[config.mk]
export PLATFORM = sky130hd
export DESIGN_NAME = decim_strobe_flat
export DESIGN_NICKNAME = d
export VERILOG_FILES = /design/src/rtl/lowp_pkg.sv /design/src/rtl/decim_strobe_if.sv /design/src/rtl/decim_round_shift.sv /design/src/rtl/decim_strobe.sv /design/src/flat_wrapper.sv
export SDC_FILE = /design/constraint.sdc
export NUM_CORES = 1
export LEC_CHECK = 0
export CORE_ASPECT_RATIO = 1.1
export CORE_MARGIN = 3
export CORE_UTILIZATION = 55
export CTS_BUF_LIST = sky130_fd_sc_hd__clkbuf_2
export DETAILED_ROUTE_END_ITERATION = 12
export PLACE_DENSITY = 0.78
export SLEW_MARGIN = 30
export SYNTH_ARGS = -nofsm -noshare
export SYNTH_HDL_FRONTEND = slang
export SYNTH_SLANG_ARGS = --single-unit
export TNS_END_PERCENT = 5
[constraint.sdc]
create_clock -name clock_in -period 12.8 [get_ports clock_in]
set_input_delay 1.28 -clock clock_in [delete_from_list [all_inputs] [get_ports clock_in]]
set_output_delay 1.28 -clock clock_in [all_outputs]
set_load 0.02 [all_outputs]
[src/rtl/lowp_pkg.sv]
// Shared definitions for the lowpass chain: sample width, fractional extension
// and decimation limits used by the front-end averager and the IIR stages.
package lowp_pkg;

   localparam int SAMPLE_W = 28;
   localparam int FRAC_EXT = 4;
   localparam int MAX_LOG2 = 6;

   typedef logic signed [SAMPLE_W-1:0] sample_t;

   // Requested decimation exponent limited to what the accumulator can hold.
   function automatic logic [2:0] clamp_k(input logic [2:0] k, input int max_k);
      return (int'(k) > max_k) ? 3'(max_k) : k;
   endfunction

endpackage

[src/rtl/decim_strobe_if.sv]
// Sample bus between the demodulator front end (master) and the decimating
// averager (slave): raw samples in, averaged samples plus filter strobe out.
interface decim_strobe_if #(
   parameter int IN_W     = 24,
   parameter int OUT_W    = lowp_pkg::SAMPLE_W,
   parameter int MAX_LOG2 = lowp_pkg::MAX_LOG2
);
   import lowp_pkg::*;

   logic signed [IN_W-1:0]  signal_in;
   logic                    in_valid;
   logic                    sync;
   logic [2:0]              log2_ratio;
   logic signed [OUT_W-1:0] signal_out;
   logic                    enable;
   logic [MAX_LOG2-1:0]     frame_pos;

   modport master (
      output signal_in, in_valid, sync, log2_ratio,
      input  signal_out, enable, frame_pos
   );

   modport slave (
      input  signal_in, in_valid, sync, log2_ratio,
      output signal_out, enable, frame_pos
   );

endinterface

[src/rtl/decim_round_shift.sv]
// Scales a frame total to the output format: append fractional bits, then divide
// by 2^k. Define DECIM_ROUND_EN for round-half-up instead of floor truncation.
module decim_round_shift #(
   parameter int ACC_W  = 30,
   parameter int OUT_W  = lowp_pkg::SAMPLE_W,
   parameter int FRAC_W = lowp_pkg::FRAC_EXT,
   parameter int K_W    = 3
) (
   input  logic signed [ACC_W-1:0] total,
   input  logic [K_W-1:0]          k,
   output logic signed [OUT_W-1:0] scaled
);
   import lowp_pkg::*;

   // One spare bit above the shifted total so the rounding bias cannot overflow.
   localparam int EXT_W = ACC_W + FRAC_W + 1;

   logic signed [EXT_W-1:0] ext;
   logic signed [EXT_W-1:0] biased;
   logic signed [EXT_W-1:0] shifted;

   always_comb begin
      ext = EXT_W'(total) <<< FRAC_W;
`ifdef DECIM_ROUND_EN
      biased = ext;
      if (k != '0) begin
         biased = ext + (EXT_W'(1) << (k - K_W'(1)));
      end
`else
      biased = ext;
`endif
      shifted = biased >>> k;
      scaled  = OUT_W'(shifted);
   end

endmodule

[src/rtl/decim_strobe.sv]
// Decimating boxcar averager: sums 2^k valid samples and emits the scaled mean
// with a one-cycle enable strobe. Optional rounding via DECIM_ROUND_EN.
module decim_strobe #(
   parameter int IN_W     = 24,
   parameter int OUT_W    = lowp_pkg::SAMPLE_W,
   parameter int MAX_LOG2 = lowp_pkg::MAX_LOG2
) (
   input  logic           clock_in,
   input  logic           reset,
   decim_strobe_if.slave  bus
);
   import lowp_pkg::*;

   localparam int ACC_W = IN_W + MAX_LOG2;

   logic signed [ACC_W-1:0] acc;
   logic signed [ACC_W-1:0] acc_base;
   logic signed [ACC_W-1:0] total;
   logic [MAX_LOG2-1:0]     frame_pos;
   logic [MAX_LOG2-1:0]     pos_base;
   logic [MAX_LOG2-1:0]     last_pos;
   logic [2:0]              k_r;
   logic [2:0]              k_in;
   logic [2:0]              k_eff;
   logic                    frame_done;
   logic signed [OUT_W-1:0] scaled;
   logic signed [OUT_W-1:0] signal_out_r;
   logic                    enable_r;

   // sync behaves as if the frame were already empty, so a coincident sample
   // starts the new frame with the freshly requested ratio.
   always_comb begin
      k_in       = clamp_k(bus.log2_ratio, MAX_LOG2);
      pos_base   = bus.sync ? '0 : frame_pos;
      acc_base   = bus.sync ? '0 : acc;
      k_eff      = (pos_base == '0) ? k_in : k_r;
      last_pos   = MAX_LOG2'((1 << k_eff) - 1);
      total      = acc_base + ACC_W'(bus.signal_in);
      frame_done = (pos_base == last_pos);
   end

   decim_round_shift #(
      .ACC_W (ACC_W),
      .OUT_W (OUT_W),
      .FRAC_W(OUT_W - IN_W),
      .K_W   (3)
   ) u_scale (
      .total (total),
      .k     (k_eff),
      .scaled(scaled)
   );

   always_ff @(posedge clock_in) begin
      if (reset) begin
         acc          <= '0;
         frame_pos    <= '0;
         k_r          <= k_in;
         signal_out_r <= '0;
         enable_r     <= 1'b0;
      end else begin
         enable_r <= 1'b0;
         if (bus.in_valid) begin
            k_r <= k_eff;
            if (frame_done) begin
               signal_out_r <= scaled;
               enable_r     <= 1'b1;
               acc          <= '0;
               frame_pos    <= '0;
            end else begin
               acc       <= total;
               frame_pos <= pos_base + MAX_LOG2'(1);
            end
         end else if (bus.sync) begin
            acc       <= '0;
            frame_pos <= '0;
            k_r       <= k_in;
         end
      end
   end

   assign bus.signal_out = signal_out_r;
   assign bus.enable     = enable_r;
   assign bus.frame_pos  = frame_pos;

endmodule

[src/flat_wrapper.sv]
// flat-port wrapper written by rule: the top's interface ports become plain ports
module decim_strobe_flat import lowp_pkg::*;
#(
   parameter int IN_W     = 24,
   parameter int OUT_W    = lowp_pkg::SAMPLE_W,
   parameter int MAX_LOG2 = lowp_pkg::MAX_LOG2
)
  (clock_in, reset, bus_signal_in, bus_in_valid, bus_sync, bus_log2_ratio, bus_signal_out, bus_enable, bus_frame_pos);
  decim_strobe_if #(.IN_W(IN_W), .OUT_W(OUT_W), .MAX_LOG2(MAX_LOG2)) bus_i ();
  input  logic clock_in;
  input  logic reset;
  input wire logic [$bits(bus_i.signal_in)-1:0] bus_signal_in;
  input wire logic [$bits(bus_i.in_valid)-1:0] bus_in_valid;
  input wire logic [$bits(bus_i.sync)-1:0] bus_sync;
  input wire logic [$bits(bus_i.log2_ratio)-1:0] bus_log2_ratio;
  output wire logic [$bits(bus_i.signal_out)-1:0] bus_signal_out;
  output wire logic [$bits(bus_i.enable)-1:0] bus_enable;
  output wire logic [$bits(bus_i.frame_pos)-1:0] bus_frame_pos;
  assign bus_i.signal_in = bus_signal_in;
  assign bus_i.in_valid = bus_in_valid;
  assign bus_i.sync = bus_sync;
  assign bus_i.log2_ratio = bus_log2_ratio;
  assign bus_signal_out = bus_i.signal_out;
  assign bus_enable = bus_i.enable;
  assign bus_frame_pos = bus_i.frame_pos;
  decim_strobe #(.IN_W(IN_W), .OUT_W(OUT_W), .MAX_LOG2(MAX_LOG2)) u_core (.clock_in(clock_in), .reset(reset), .bus(bus_i));
endmodule
==> results of run 1 <==
[final cells by class]
cell class,count,area [um2],share of cell area
Clock inverter,6,88.8,0.0132
Timing Repair Buffer,74,721,0.107
Multi-Input combinational cell,653,4250,0.631
Clock buffer,9,45.0,0.00668
Tap cell,143,179,0.0266
Inverter,17,63.8,0.00947
Sequential cell,68,1390,0.206
[worst reg2reg max path, cell delays in order (launching register included)]
cell	delay (ps)
dfxtp_1	510
nand2_1	150
ha_1	230
o21ai_4	160
mux2_2	630
nor2_1	250
nand2_1	80
ha_1	350
xor2_1	150
and3_1	170
nand3_1	100
a311oi_1	330
mux2i_2	190
nor3_4	380
buf_4	430
o21ai_0	150
o21ba_2	230
[sequential cells by signal, summed over array words and instances, names as in the netlist]
name	count
u_core.acc	30
u_core.bus.frame_pos	6
u_core.bus.enable	1
u_core.bus.signal_out	28
u_core.k_r	3
[placed cells by master, fill, tap and decap left out, types with 5 or more instances in the layout]
master             n
a31oi_1           19
a21boi_0           5
o211ai_1          13
a2bb2oi_1         23
a211oi_1          20
ha_1              32
clkbuf_2           9
nor2_1            90
a21o_1             9
buf_4              8
nor4_1             5
o21ai_0           37
a22oi_1            8
xnor2_1           13
nor2b_1           30
xor2_1            18
and3_1             5
mux2_2            11
o211a_1            5
inv_1             16
nand4_1            8
and2_1             5
o21a_1             8
a21oi_1           54
nand3_1           17
dfxtp_1           65
nor3_1            12
nand2b_1           8
nand2_1          104
o31ai_1            5
clkdlybuf4s50_1   64
mux2i_1           22
[kinds of logic after synthesis]
kind of cell,Yosys count,share of synthesized area
AO/OA/AOI/OAI,247,0.289
XOR/XNOR,31,0.0458
AND/OR/NAND/NOR,304,0.241
buffers and inverters,73,0.0492
flip-flops,68,0.235
adder cells (fa/ha/maj),33,0.0709
multiplexers,38,0.0701
[power groups by stage]
stage / sequential, mW / combinational (mW) / clock [mW]
after floorplan: 0.230 / 0.160 / 0
after global placement: 0.230 / 0.208 / 0
after detailed placement: 0.230 / 0.213 / 0
after CTS: 0.226 / 0.215 / 0.154
after global routing: 0.227 / 0.241 / 0.164
final: 0.226 / 0.221 / 0.153
[path summary, 6_finish.rpt]
kind | cells past startpoint | slack [ps] | end | start
setup reg to reg | 16 | 8250 | u_core.bus.signal_out[26] | u_core.bus.frame_pos[1]
hold reg to reg | 2 | 510 | u_core.bus.signal_out[10] | u_core.bus.signal_out[10]
setup / recovery | 19 | 6740 | u_core.bus.signal_out[26] | bus_sync
hold / removal | 2 | 510 | u_core.bus.signal_out[10] | u_core.bus.signal_out[10]
[stage by stage]
| stage | cells | setup WS [ps] |
|---|---|---|
| 2_1_floorplan | 794 | 7380 |
| 3_3_place_gp | 954 | 6290 |
| 3_5_place_dp | 954 | 6030 |
| 4_1_cts | 969 | 6610 |
| 5_1_grt | 970 | 6350 |
| 6_report | 970 | 6740 |
[per-layer routing]
metal / GRT usage / wire length (um)
met1: 0.355 / 7370
met2: 0.474 / 7990
met3: 0.0438 / 1280
met4: 0.109 / 411
met5: 0 / 0
==> flow_summary_export.csv, run 1 <==
group,metric,value,unit
status,status,"complete, no violations",
yosys,ys.flop_type,"dfxtp_1",
floorplan,core_area,0.0104,mm2
job,max-cap-violations,0,
pwr,p_sw,227,uW
floorplan,dieArea,0.0121,mm2
floorplan,die_w,105,um
yosys,synth_fp_nets,858,
critical_path,critPathMaxFanout,42,
timing,maxSlewViolCount,0,
pwr,power_frac_seq,0.377,
cells_and_area,num-fill-cells,978,
min_path,worstHoldPathType,"register to register",
critical_path,worst_ep_required_time,13270,ps
clocking,clk_pin_slew,200,ps
cells_and_area,fin_util,0.645,
yosys,syn_inst,794,
yosys,synth_area_leaders,"dfxtp_1, ha_1, nand2_1",
critical_path,worstPathCellList,"clkdlybuf4s50_1 -> buf_4 -> clkinv_1 -> nand2_1 -> ha_1 -> o21ai_4 -> mux2_2 -> nor2_1 -> nand2_1 -> ha_1 -> xor2_1 -> and3_1 -> nand3_1 -> a311oi_1 -> mux2i_2 -> nor3_4 -> buf_4 -> o21ai_0 -> o21ba_2",
clocking,htree_levels,3,
pwr,clockPowerShare,0.255,
cells_and_area,drive_gt1_frac,0.0653,
critical_path,path_buf_inv,4,
clocking,postCtsSetupBuffers,0,
critical_path,start_kind,"input pin",
timing,max_freq,165,MHz
route,firstDrtPassIters,5,
floorplan,start_util,0.567,
clocking,postCtsHoldBufs,0,
floorplan,ioPinCount,66,
global_routing,grt_max_degree,54,
cells_and_area,syn2layout_area_growth,13.7,%
yosys,ys_top_cells_by_count,"nand2_1, nor2_1, dfxtp_1, a21oi_1, clkbuf_1",
yosys,async_reset_ff_frac,0,
global_routing,grt_pass1_wl,27700,um
pwr,p_per_area,88.9,mW/mm2
yosys,synth_edf_count,3,
yosys,ys.warnings.count,0,
pwr,vdd_drop_max,0.0523,mV
critical_path,cp-end-kind,"register",
clocking,ctsResizeCount,0,
pwr,intPower,372,uW
cells_and_area,n_antenna_cell,0,
clocking,cts_buffers,9,
pwr,total_power,599,uW
timing,tns,0,ps
yosys,synth_largest_area_cell,"dfxtp_1",
yosys,yosysTopAreaCellShare,0.220,
critical_path,cpPeakStageDelay,550,ps
timing,tightest_slew,765,ps
pwr,swShare,0.379,
route,viasPerCell,6.33,
critical_path,critPathSlowestCell,"mux2_2",
yosys,netlist_area,0.00593,mm2
floorplan,fp.dieH,115,um
cells_and_area,stdcell_area,0.00674,mm2
global_routing,grt_pass1_vias,5882,
critical_path,critPathKind,"input pin to register",
global_routing,grt_overflow,0,
route,dr_total_vias,6139,
route,ant_nets,0,
clocking,clk_latency,580,ps
global_routing,track_usage,0.278,
placed_design,portBuffers,65,
yosys,synth_seq_cells,68,
timing,hold_violations,0,
yosys,yosysMostFrequentCell,"nand2_1",
timing,period_share,0.473,
clocking,cts.sinks,68,
yosys,syn_avg_cell_area,7.46,um2
timing,skew,40.3,ps
clocking,clk_path_buf_depth,2,
route,initialDrtViolationCount,394,
timing,rsz0062_at_grt,"false",
clocking,clockRootBuffer,"clkbuf_2",
timing,relSlewSlack,0.487,
global_routing,antenna_found_initial,0,
timing,period_minus_slack,6060,ps
pwr,leakagePower,2.76,nW
floorplan,row_count,39,
pwr,power_frac_comb,0.368,
yosys,seq_area_frac_synth,0.235,
placed_design,placed_cell_area,0.00659,mm2
critical_path,arrival,6530,ps
clocking,tritoncts,"done",
route,wire_per_inst,17.6,um
timing,hold_slack,515,ps
critical_path,critical_path.top_delay_family,"buffers and inverters",
yosys,synth_cell_types,73,
cells_and_area,finalNetCount,887,
timing,setup_violations,0,
route,routed_wl,17000,um
route,drc,0,
placed_design,gp_congestion,0.917,
placed_design,hpwl,12100,um
No activity file was read; power rests on OpenSTA's default activity.
==> run 2, diff against run 1 <==
==> constraint.sdc (replaced) <==
create_clock -name clock_in -period 6.3 [get_ports clock_in]
set_input_delay 0.63 -clock clock_in [delete_from_list [all_inputs] [get_ports clock_in]]
set_output_delay 0.63 -clock clock_in [all_outputs]
set_load 0.02 [all_outputs]
==> run 2 against run 1 <==
  * Non-clock buffer count grew 1
  * Worst hold slack got worse by 4.7 ps
  * Power increased by 90%
  * Combinational power rose by 100%
  * Worst setup slack lost 5200 ps
  * Wire length is 1.2% higher
  * Critical path depth shrank 1
  * Via count is 0.85% higher
  * Clock power grew 50%
  * Global-route usage rose by 0.70 points
  * Core utilization down 0.46 points
  * Largest power group unchanged
==> flow_summary_export.csv, run 2 (same netlist as run 1, synthesis figures left out) <==
group,metric,value,unit
critical_path,timing.rr.end,"u_core.bus.signal_out[2]",
route,dr_total_vias,6191,
route,firstDrtPassIters,8,
clocking,ctsResizeCount,0,
pwr,p_sw,463,uW
placed_design,hpwl,12400,um
cells_and_area,final_cell_mix,"nand2_1, nor2_1, dfxtp_1",
timing,period_minus_slack,4780,ps
critical_path,worst_ep_required_time,6810,ps
pwr,clockPowerShare,0.202,
global_routing,grt_pass1_wl,28300,um
cells_and_area,syn2layout_area_growth,12.9,%
critical_path,start_kind,"input pin",
placed_design,pre_cts_ws,1010,ps
clocking,cts.sinks,68,
global_routing,track_usage,0.285,
pwr,intPower,676,uW
status,status,"complete, no violations",
floorplan,core_area,0.0104,mm2
cells_and_area,largest_reg_flops,30,
clocking,clockRootBuffer,"clkbuf_2",
global_routing,antenna_found_initial,0,
global_routing,grt_overflow,0,
critical_path,cp-end-kind,"register",
cells_and_area,finalNetCount,888,
pwr,p_per_area,170,mW/mm2
timing,maxSlewViolCount,0,
critical_path,r2r_cells,16,
job,max-cap-violations,0,
timing,period_share,0.758,
critical_path,arrival,5290,ps
timing,relSlewSlack,0.472,
min_path,whs_path_depth,2,
critical_path,reg2reg_from,"u_core.bus.frame_pos[1]",
critical_path,crit_start,"bus_sync",
clocking,postCtsSetupBuffers,0,
floorplan,row_count,39,
route,wire_per_inst,17.8,um
min_path,worstHoldPathType,"register to register",
floorplan,start_util,0.567,
clocking,clk_path_buf_depth,2,
timing,tns,0,ps
cells_and_area,regMostFlops,"u_core.acc",
pwr,vdd_drop_max,0.0921,mV
timing,setup_ws,1520,ps
route,routed_wl,17200,um
floorplan,fp.dieH,115,um
pwr,power_frac_comb,0.395,
timing,setup_violations,0,
route,viasPerCell,6.38,
global_routing,grt_pass1_vias,5777,
pwr,leakagePower,2.73,nW
floorplan,dieArea,0.0121,mm2
timing,hold_violations,0,
timing,skew,22.9,ps
critical_path,r2r_slack,1830,ps
pwr,swShare,0.406,
min_path,hold_end,"u_core.bus.signal_out[16]",
timing,rsz0062_at_grt,"false",
clocking,cts_buffers,9,
critical_path,critPathMaxFanout,46,
clocking,tritoncts,"done",
min_path,hp-start,"u_core.bus.signal_out[16]",
placed_design,portBuffers,65,
route,drc,0,
global_routing,grt_max_degree,54,
timing,tightest_slew,788,ps
cells_and_area,drive_gt1_frac,0.0664,
route,ant_nets,0,
critical_path,critPathKind,"input pin to register",
pwr,power_frac_seq,0.402,
floorplan,ioPinCount,66,
clocking,clk_pin_slew,210,ps
clocking,postCtsHoldBufs,0,
cells_and_area,final_common_cell,"nand2_1",
cells_and_area,n_antenna_cell,0,
clocking,htree_levels,3,
timing,max_freq,209,MHz
route,initialDrtViolationCount,512,
placed_design,gp_congestion,0.922,
clocking,clk_latency,580,ps
floorplan,die_w,105,um
run 2: cell count changes in the layout (fill, tap and decap cells not counted), sizes merged:
| cell | delta |
|---|---|
| clkinvlp | +1 |
| buf | +1 |
| bufinv | -2 |
| clkinv | +1 |
run 2: per-stage QoR:
step	power, mW	instance area [um2]	instances	utilization	hold WS (ps)
3_5_place_dp	0.903	6610	956	0.633	493
5_1_grt	1.20	6690	971	0.641	537
4_1_cts	1.13	6690	971	0.641	516
6_report	1.14	6690	971	0.641	510
3_3_place_gp	0.896	6610	956	0.633	486
2_1_floorplan	0.792	5930	794	-	549
run 2: worst max path at each step:
| stage | endpoint | slack (ps) |
|---|---|---|
| after floorplan | u_core.acc[1] | 1530 |
| after global placement | u_core.bus.signal_out[2] | 1230 |
| after detailed placement | u_core.bus.signal_out[2] | 1010 |
| after global routing | u_core.bus.signal_out[18] | 1130 |
| after CTS | u_core.bus.signal_out[9] | 1620 |
| final | u_core.bus.signal_out[2] | 1520 |
run 2: worst max-delay path: stages:
cell             delay [ps]
clkdlybuf4s50_1         480
clkinv_1                250
nand2_1                 250
ha_1                    250
o21ai_4                 140
mux2_2                  530
nor2_1                  210
nand2_1                  80
ha_1                    360
xor2_1                  160
and3_1                  180
nand3_1                 100
a311oi_1                330
mux2i_2                 200
nor3_4                  280
buf_4                   430
o221ai_1                210
o211a_1                 160
run 2: final cells by class:
cell class | count | area, um2
multi-input cells | 653 | 4250
fillers | 973 | 3750
flip-flops and latches | 68 | 1390
repair buffers | 75 | 721
well taps | 143 | 179
inverters | 17 | 63.8
clock buffers | 9 | 45.0
clock inverters | 6 | 41.3
run 2: routing by layer:
metal | global-route usage | wire length (um) | vias to the layer above
met5 | 0 | 0 | -
met4 | 0.126 | 488 | 0
met3 | 0.0314 | 1260 | 49
met2 | 0.481 | 8110 | 299
met1 | 0.371 | 7390 | 2881
li1 | - | - | 2962
run 2: power groups by stage:
| stage | Clock [mW] | Sequential (mW) | Combinational (mW) |
|---|---|---|---|
| finish | 0.230 | 0.458 | 0.450 |
| global route | 0.247 | 0.460 | 0.492 |
| CTS | 0.231 | 0.458 | 0.439 |
| detailed placement | 0 | 0.467 | 0.436 |
| global placement | 0 | 0.467 | 0.429 |
| floorplan | 0 | 0.467 | 0.325 |
